### src/rtl/muldiv_pkg.sv
// muldiv_pkg: shared encodings for the multiply/divide sequencer
package muldiv_pkg;
  typedef enum logic [1:0] {S_IDLE, S_MUL, S_DIV, S_FIX} state_t;
  typedef enum logic {M_MUL, M_DIV} mode_t;
  localparam logic [2:0] MD_NOP   = 3'b000;
  localparam logic [2:0] MD_MULT  = 3'b001;
  localparam logic [2:0] MD_MULTU = 3'b010;
  localparam logic [2:0] MD_DIV   = 3'b011;
  localparam logic [2:0] MD_DIVU  = 3'b100;
  localparam logic [2:0] MD_MTHI  = 3'b101;
  localparam logic [2:0] MD_MTLO  = 3'b110;
  localparam logic [1:0] RD_NONE  = 2'b00;
  localparam logic [1:0] RD_HI    = 2'b01;
  localparam logic [1:0] RD_LO    = 2'b10;
  function automatic logic md_active(input logic [2:0] op);
    return op != MD_NOP && op != 3'b111;
  endfunction
  function automatic logic rd_active(input logic [1:0] rd);
    return rd == RD_HI || rd == RD_LO;
  endfunction
endpackage

### src/rtl/muldiv_step.sv
// muldiv_step: one shift-add multiply or restoring shift-subtract divide iteration
module muldiv_step
  import muldiv_pkg::*;
#(
  parameter int WIDTH = 32
) (
  input  logic               mode,
  input  logic [2*WIDTH-1:0] acc,
  input  logic [WIDTH-1:0]   opnd,
  output logic [2*WIDTH-1:0] acc_next
);
  logic [WIDTH:0]   sum;
  logic [WIDTH:0]   sh;
  logic [WIDTH-1:0] diff;
  logic             ge;
  // mul: acc={hi,multiplier}, add on lsb then shift right; div: acc={rem,quotient}, shift left and trial-subtract
  always_comb begin
    sum      = {1'b0, acc[2*WIDTH-1:WIDTH]} + (acc[0] ? {1'b0, opnd} : '0);
    sh       = {acc[2*WIDTH-1:WIDTH], acc[WIDTH-1]};
    ge       = sh >= {1'b0, opnd};
    diff     = sh[WIDTH-1:0] - opnd;
    acc_next = (mode == M_DIV) ? {ge ? diff : sh[WIDTH-1:0], acc[WIDTH-2:0], ge}
                               : {sum, acc[WIDTH-1:1]};
  end
endmodule

### src/rtl/muldiv_seq.sv
// muldiv_seq: iterative MULT/DIV sequencer owning HI/LO with core stall generation
module muldiv_seq
  import muldiv_pkg::*;
#(
  parameter int WIDTH = 32,
  parameter int CNT_W = $clog2(WIDTH)
) (
  input  logic             clk,
  input  logic             rst_n,
  input  logic [2:0]       md_op,
  input  logic [1:0]       rd_hilo_c,
  input  logic [WIDTH-1:0] op_a,
  input  logic [WIDTH-1:0] op_b,
  output logic [WIDTH-1:0] hilo_rdata,
  output logic             stall,
  output logic             busy,
  output logic             div0
);
  localparam logic [CNT_W-1:0] LAST = CNT_W'(WIDTH - 1);
  state_t             state, state_n;
  mode_t              mode;
  logic [CNT_W-1:0]   cnt;
  logic [2*WIDTH-1:0] acc, acc_step, prod;
  logic [WIDTH-1:0]   hi, lo, opnd, mag_a, mag_b;
  logic               neg, rneg, idle, sgn, go_mul, is_dop, go_div, div_zero;
  assign idle       = state == S_IDLE;
  assign busy       = ~idle;
  assign sgn        = md_op == MD_MULT || md_op == MD_DIV;
  assign go_mul     = idle && (md_op == MD_MULT || md_op == MD_MULTU);
  assign is_dop     = idle && (md_op == MD_DIV || md_op == MD_DIVU);
  assign go_div     = is_dop && |op_b;
  assign div_zero   = is_dop && ~|op_b;
  assign mag_a      = (sgn && op_a[WIDTH-1]) ? -op_a : op_a;
  assign mag_b      = (sgn && op_b[WIDTH-1]) ? -op_b : op_b;
  assign prod       = neg ? -acc : acc;
  assign stall      = busy && (md_active(md_op) || rd_active(rd_hilo_c));
  assign hilo_rdata = rd_hilo_c == RD_HI ? hi : rd_hilo_c == RD_LO ? lo : '0;
  muldiv_step #(.WIDTH(WIDTH)) u_step (
    .mode    (mode),
    .acc     (acc),
    .opnd    (opnd),
    .acc_next(acc_step)
  );
  // state register
  always_ff @(posedge clk) begin
    if (!rst_n) state <= S_IDLE;
    else        state <= state_n;
  end
  // next state: iterate WIDTH steps, then one FIX cycle back to IDLE
  always_comb begin
    state_n = state == S_FIX ? S_IDLE :
              (state != S_IDLE && cnt == LAST) ? S_FIX :
              go_mul ? S_MUL : go_div ? S_DIV : state;
  end
  // operand latch, iteration, sign fix-up and HI/LO writes
  always_ff @(posedge clk) begin
    if (!rst_n) begin
      hi   <= '0;
      lo   <= '0;
      cnt  <= '0;
      acc  <= '0;
      opnd <= '0;
      mode <= M_MUL;
      neg  <= 1'b0;
      rneg <= 1'b0;
      div0 <= 1'b0;
    end else begin
      div0 <= div_zero;
      if (go_mul || go_div) begin
        opnd <= go_mul ? mag_a : mag_b;
        acc  <= {{WIDTH{1'b0}}, go_mul ? mag_b : mag_a};
        mode <= go_div ? M_DIV : M_MUL;
        neg  <= sgn && (op_a[WIDTH-1] ^ op_b[WIDTH-1]);
        rneg <= sgn && op_a[WIDTH-1];
        cnt  <= '0;
      end else if (state == S_MUL || state == S_DIV) begin
        acc <= acc_step;
        cnt <= cnt + 1'b1;
      end else if (state == S_FIX) begin
        if (mode == M_DIV) begin
          lo <= neg ? -acc[WIDTH-1:0] : acc[WIDTH-1:0];
          hi <= rneg ? -acc[2*WIDTH-1:WIDTH] : acc[2*WIDTH-1:WIDTH];
        end else begin
          {hi, lo} <= prod;
        end
      end
      if (div_zero) begin
        hi <= op_a;
        lo <= '1;
      end
      if (idle && md_op == MD_MTHI) hi <= op_a;
      if (idle && md_op == MD_MTLO) lo <= op_a;
    end
  end
endmodule

### config.mk
export PLATFORM = sky130hd
export DESIGN_NAME = muldiv_seq
export DESIGN_NICKNAME = d
export VERILOG_FILES = /design/src/rtl/muldiv_pkg.sv /design/src/rtl/muldiv_step.sv /design/src/rtl/muldiv_seq.sv
export SDC_FILE = /design/constraint.sdc
export NUM_CORES = 1
export LEC_CHECK = 0
export ABC_AREA = 0
export ABC_CLOCK_PERIOD_IN_PS = 4450
export CORE_ASPECT_RATIO = 0.9
export CORE_MARGIN = 2
export CORE_UTILIZATION = 30
export DETAILED_ROUTE_END_ITERATION = 8
export GPL_TIMING_DRIVEN = 0
export MAX_ROUTING_LAYER = met4
export SLEW_MARGIN = 25
export SYNTH_ARGS = -nofsm -noshare
export SYNTH_HDL_FRONTEND = slang
export SYNTH_SLANG_ARGS = --single-unit
### constraint.sdc
create_clock -name clk -period 4.45 [get_ports clk]
set_input_delay 0.89 -clock clk [delete_from_list [all_inputs] [get_ports clk]]
set_output_delay 0.89 -clock clk [all_outputs]
set_load 0.01 [all_outputs]
## Yosys cells after proc, flatten, opt, wreduce, memory -nomap -nowiden

Cells that the tools add are included.

| operators by class | value |
|---|---|
| add/subtract/negate cells | 8 |
| multipliers | 0 |
| divide/modulo/power cells | 0 |
| order comparisons | 1 |
| equality and inequality tests | 17 |
| shift-type cells | 0 |
| mux-type cells | 30 |
| bitwise gates (word level) | 3 |
| reductions and logical operators | 32 |

Operators by type and width:

| kind | count |
|---|---|
| $mux W32 | 24 |
| $mux W64 | 2 |
| $neg A32 Y32 | 4 |
| $neg A64 Y64 | 1 |
| $add A32 B32 Y33 | 1 |
| $ge A33 B32 Y1 | 1 |
| $reduce_or A32 Y1 | 1 |
| $sub A32 B32 Y32 | 1 |
| $logic_and A1 B1 Y1 | 12 |
| $ne A3 B2 Y1 const B | 4 |
| $reduce_bool A3 Y1 | 4 |
| $eq A3 B3 Y1 const B | 3 |
| $logic_or A1 B1 Y1 | 7 |
| $eq A2 B2 Y1 const B | 3 |
| $eq A3 B2 Y1 const B | 2 |
| $mux W2 | 3 |
| $reduce_and A3 Y1 | 2 |
| $add A5 B1 Y5 const B | 1 |
| $eq A5 B5 Y1 const B | 1 |
| $eq A2 B1 Y1 const B | 2 |
| $reduce_bool A2 Y1 | 2 |
| $reduce_or A2 Y1 | 2 |
| $eq A3 B1 Y1 const B | 1 |
| $ne A3 B3 Y1 const B | 1 |
| other kinds (5) | 6 |

| storage, ports and cells | value |
|---|---|
| flip-flop bits (word level) | 171 |
| latch bits | 0 |
| RAM bits | 0 |
| ROM bits | 0 |
| input port bits | 71 |
| output and inout bits | 35 |
| word-level logic and storage cells | 102 |
| memories kept | 0 |

## Depth between registers and ports, before layout

| logic depth | value |
|---|---|
| depth in word-level cells | 8 |
| gate-level depth with buffers | 14 |
| depth with buffers taken out | 13 |

## Hierarchy

From an unflattened synthesis, not the netlist that was laid out.

| second synthesis, totals | value |
|---|---|
| cell total of the unflattened synthesis | 2109 |
| area total of the unflattened synthesis | 15569.9 µm² |

By module, submodules not included:

| module | times used | cells each | area each (µm²) | seq. area each (µm²) |
|---|---|---|---|---|
| muldiv_seq | 1 | 1438 | 10871.7 | 3423.3 |
| muldiv_step | 1 | 671 | 4698.3 | 0.0 |

## Worst setup path before layout

No wires, ideal clock.

| timing | value |
|---|---|
| kind | register to register |
| from | register acc[0] |
| to | register acc[63] |
| setup time | 0.134 ns |
| arrival time | 3.151 ns |
| required time | 4.316 ns |
| slack | 1.165 ns |
| cell stages (with the launch flop) | 15 |
| path buffers | 2 |
| period minus slack after synthesis | 3.285 ns |
| cell sequence | dfxtp_1 -> inv_1 -> buf_1 -> nor2_1 -> ha_1 -> clkbuf_1 -> a211oi_1 -> o21ai_0 -> and4_1 -> o41ai_2 -> nor3_1 -> o41ai_2 -> nor2_1 -> a2111oi_2 -> a211oi_2 |

| between the ends | value |
|---|---|
| cells in the longest elaborated chain, start to end | 3 |

RTL lines:

| element | line | text |
|---|---|---|
| start, declared | muldiv_seq.sv:23 | `logic [2*WIDTH-1:0] acc, acc_step, prod;` |
| start signal, assigned | muldiv_seq.sv:71 | `acc <= {{WIDTH{1'b0}}, go_mul ? mag_b : mag_a};` |
| start signal, assigned | muldiv_seq.sv:77 | `acc <= acc_step;` |
| $mux W32 | muldiv_step.sv:18 | `sum = {1'b0, acc[2*WIDTH-1:WIDTH]} + (acc[0] ? {1'b0, opnd} : '0);` |
| $add A32 B32 Y33 | muldiv_step.sv:18 |  |
| $mux W64 | muldiv_step.sv:22 | `acc_next = (mode == M_DIV) ? {ge ? diff : sh[WIDTH-1:0], acc[WIDTH-2:0], ge}` |

Every way passes these cells.
A chain may end at the register's enable or synchronous reset.

## Worst setup path in the final report

| timing | value |
|---|---|
| from | input md_op[2] |
| to | register hi[1] |

| between the ends | value |
|---|---|
| cells in the longest elaborated chain, start to end | 7 |
| elaborated cells on any way between the ends | 19 |
| classes of those cells | 7 x eq/ne; 2 x mux; 10 x reduce/logical |

RTL lines:

| element | line | text |
|---|---|---|
| start, declared | muldiv_seq.sv:10 | `input logic [2:0] md_op,` |
| $eq A3 B2 Y1 / $eq A3 B3 Y1 (equally long branches) | muldiv_seq.sv:30 | `assign is_dop = idle && (md_op == MD_DIV \|\| md_op == MD_DIVU);` |
| $logic_or A1 B1 Y1 | muldiv_seq.sv:30 |  |
| $logic_and A1 B1 Y1 | muldiv_seq.sv:30 |  |
| $logic_and A1 B1 Y1 | muldiv_seq.sv:31 | `assign go_div = is_dop && \|op_b;` |
| $logic_or A1 B1 Y1 | muldiv_seq.sv:69 | `if (go_mul \|\| go_div) begin` |
| $ne A3 B2 Y1 (no source line) | - |  |
| $reduce_and A3 Y1 (no source line) | - |  |
| end signal, assigned | muldiv_seq.sv:82 | `hi <= rneg ? -acc[2*WIDTH-1:WIDTH] : acc[2*WIDTH-1:WIDTH];` |
| end signal, assigned | muldiv_seq.sv:84 | `{hi, lo} <= prod;` |
| end signal, assigned | muldiv_seq.sv:88 | `hi <= op_a;` |
| end, declared | muldiv_seq.sv:24 | `logic [WIDTH-1:0] hi, lo, opnd, mag_a, mag_b;` |

Several ways; a longest one is shown, not always the timed one.

==> metrics.yaml <==
die_w_um: 240.8
holdCritStartpoint: "lo[12]$_SDFFE_PN0P_"
cts_buffers: 17
cts_tree: "done"
die-area_um2: 52290
area_growth_pct: 16.53
ys_ff_latch: 171
cts-root-buf: "clkbuf_16"
synth_fp_nets: 2245
synthesis.area_um2: 15140
r2r-end: "acc[61]$_SDFFE_PP0P_"
whs_path_depth: 2
slew_violations: 0
hold_viol_final: 0
vdd_drop_max_uv: 293.5
hold_ws_ns: 0.4537
p_total_mw: 6.394
yosysWarnings: 0
pwr_density_cell_nw_per_um2: 362.4
yosysSeqAreaShare_pct: 22.61
antenna_found_initial: 1
fin_crit_ns: 4.350
cts_setup_buffers: 0
fin_crit_sh_pct: 97.75
drt_first_iter_violations: 2008
setup_tns_ns: 0
synth-async-reset-ratio_pct: 0
p_leak_nw: 6.544
stdcell_area_um2: 17650
drive_gt1_share_pct: 5.993
syn_inst: 2098
start_util_pct: 30.19
rows: 78
clk_path_buf_depth: 2
dr.pass1.iters: 6
diodes: 0
fin_nets: 2370
fmax_mhz: 229.9
num_vias: 17054
critPathRequiredTime_ns: 4.81
grt_pass1_wl_um: 103500
cap_violations: 0
place_area_um2: 17060
grt_pass1_vias: 15822
crit_arrival_ns: 4.71
worst_pin_slew_ns: 1.046
insertion_delay_ns: 0.47
h-tree-depth: 4
fin_skew_ns: 0.01760
gp_congestion: 0.9857
avgSynthCellArea_um2: 7.217
wire_per_inst_um: 24.49
cts.sinks: 171
wirelength_um: 71400
crit_path_max_fanout: 10
grtUsageTotal_pct: 27.45
ys_types: 90
crit_type: "in2reg"
min_to: "lo[12]$_SDFFE_PN0P_"
viasPerCell: 5.848
num_io_pins: 106
drc: 0
synth-edff-count: 0
grt_max_degree: 17
reg2reg_slack_ns: 0.12
synthFlopType: "dfxtp_1"
portBuffers: 105
clkTransAtPathRegs_ns: 0.07
rsz0062_at_grt: "false"
dpl.hpwl_um: 57510
grt-ovfl-total: 0
dieHeight_um: 217.1
setup_viol: 0
core_area_um2: 50160
hold_class: "reg2reg"
r2r_cells: 12
startpoint_type: "input port"
status: "complete, no violations"
reg2reg_from: "acc[51]$_SDFFE_PP0P_"
end_kind: "flop"
antenna_left: 0
relSlewSlack_pct: 29.52
[state kept, by name, summed over array words and instances (netlist names), 2 cells and up]
signal and count:
cnt 5, lo 32, state 2, opnd 32
hi 32, acc 64
[per-stage QoR]
stage	utilization [%]	setup slack, ns	cells
floorplan	-	1.165	2098
global placement	33.98	-0.2048	2883
detailed placement	34.01	-0.2870	2884
CTS	35.16	0.1152	2916
global route	35.18	0.003136	2916
finish	35.18	0.1002	2916
[logic make-up (layout without fill, tap and decap cells)]
family | Yosys count | after routing | synth area share (%)
AOI/OAI and AO/OA | 713 | 713 | 29.34
xor gates and xnor gates | 180 | 180 | 10.41
adders and majority gates | 76 | 76 | 6.379
buffers and inverters | 201 | 339 | 5.437
DFF | 171 | 171 | 22.61
muxes | 58 | 58 | 4.057
and+or+nand+nor | 699 | 699 | 21.76
[layout by cell type, fill, tap and decap left out, types with 31 or more instances in the layout]
cell type / n
a21o_1: 31
a21oi_1: 233
clkbuf_1: 109
clkdlybuf4s50_1: 105
dfxtp_1: 170
ha_1: 74
inv_1: 61
mux2i_1: 31
nand2_1: 215
nand3_1: 41
nor2_1: 248
nor3_1: 37
o21ai_0: 193
o22ai_1: 31
xnor2_1: 92
xor2_1: 88
[area by class of cell]
cell class	instances	area, um^2
Fill cell	5441	32520
Inverter	63	236.5
Buffer	138	589.3
Multi-Input combinational cell	1726	10910
Tap cell	680	850.8
Clock buffer	20	446.7
Sequential cell	171	3425
Timing Repair Buffer	106	1059
Clock inverter	12	125.1
[where the power goes]
| part | total (mW) | switching (mW) | leakage (nW) | internal [mW] |
|---|---|---|---|---|
| clock network | 1.55 | 0.751 | 0.271 | 0.801 |
| registers | 1.88 | 0.213 | 1.40 | 1.67 |
| logic | 2.96 | 1.89 | 4.88 | 1.08 |
| total | 6.39 | 2.85 | 6.54 | 3.54 |
[per-layer routing]
metal  GRT usage [%]  part of all wire, %  wire, um  up-vias
met4           8.086                  2.8      2029        0
met3           6.405                   10      7282       93
met5               -                    0         0        -
li1                -                    -         -     7861
met1           38.84                   46     32790     8211
met2           38.37                   41     29300      889
[timing repair]
item                       CTS  global route
hold buffers                 0             0
setup endpoints to repair    2             4
hold endpoints to repair     0             0
pin swaps                    0             0
resized for setup            1             3
[worst max-delay path, stage by stage]
cell and delay, ns:
clkdlybuf4s50_1 0.47, clkbuf_1 0.39, nor2_1 0.09, o21ai_0 0.84, and4_1 0.57, clkbuf_1 0.72
o21ai_0 0.41, a221oi_1 0.32
[how the worst max path moves through the flow]
stage	from	endpoint	slack [ns]	depth (start not counted)
2_1_floorplan	acc[0]$_SDFFE_PN0P_	acc[63]$_SDFFE_PP0P_	1.16	14
5_1_grt	acc[51]$_SDFFE_PP0P_	acc[61]$_SDFFE_PP0P_	0.003	12
3_3_place_gp	md_op[2]	hi[1]$_SDFFE_PN0P_	-0.20	8
3_5_place_dp	md_op[2]	hi[1]$_SDFFE_PN0P_	-0.29	8
4_1_cts	acc[0]$_SDFFE_PN0P_	acc[63]$_SDFFE_PP0P_	0.12	13
6_report	md_op[2]	hi[1]$_SDFFE_PN0P_	0.10	8
[synth_stat cells (9+ instances only)]
cell / number / area share [%]
nor2_1: 249 / 6.2
a21oi_1: 233 / 7.7
nand2_1: 215 / 5.3
o21ai_0: 193 / 6.4
dfxtp_1: 171 / 23
clkbuf_1: 107 / 2.7
xnor2_1: 92 / 5.3
xor2_1: 88 / 5.1
ha_1: 74 / 6.1
inv_1: 61 / 1.5
nand3_1: 41 / 1.4
nor3_1: 37 / 1.2
a21o_1: 31 / 1.5
mux2i_1: 31 / 2.0
o22ai_1: 31 / 1.3
mux2_2: 27 / 2.0
a221oi_1: 26 / 1.5
a211oi_1: 24 / 1.2
a31oi_1: 22 / 0.91
nand4_1: 18 / 0.74
o211ai_1: 18 / 0.89
o31ai_1: 18 / 0.89
nor4_1: 17 / 0.70
or4_1: 16 / 0.79
nand2b_1: 15 / 0.62
or3_1: 15 / 0.62
and3_1: 13 / 0.54
buf_2: 13 / 0.43
o21a_1: 12 / 0.59
nand3b_1: 10 / 0.50
and2_1: 9 / 0.37
o21ai_1: 9 / 0.30
o221ai_1: 9 / 0.52
o41ai_1: 9 / 0.52
Power figures use the tool's default switching activity.
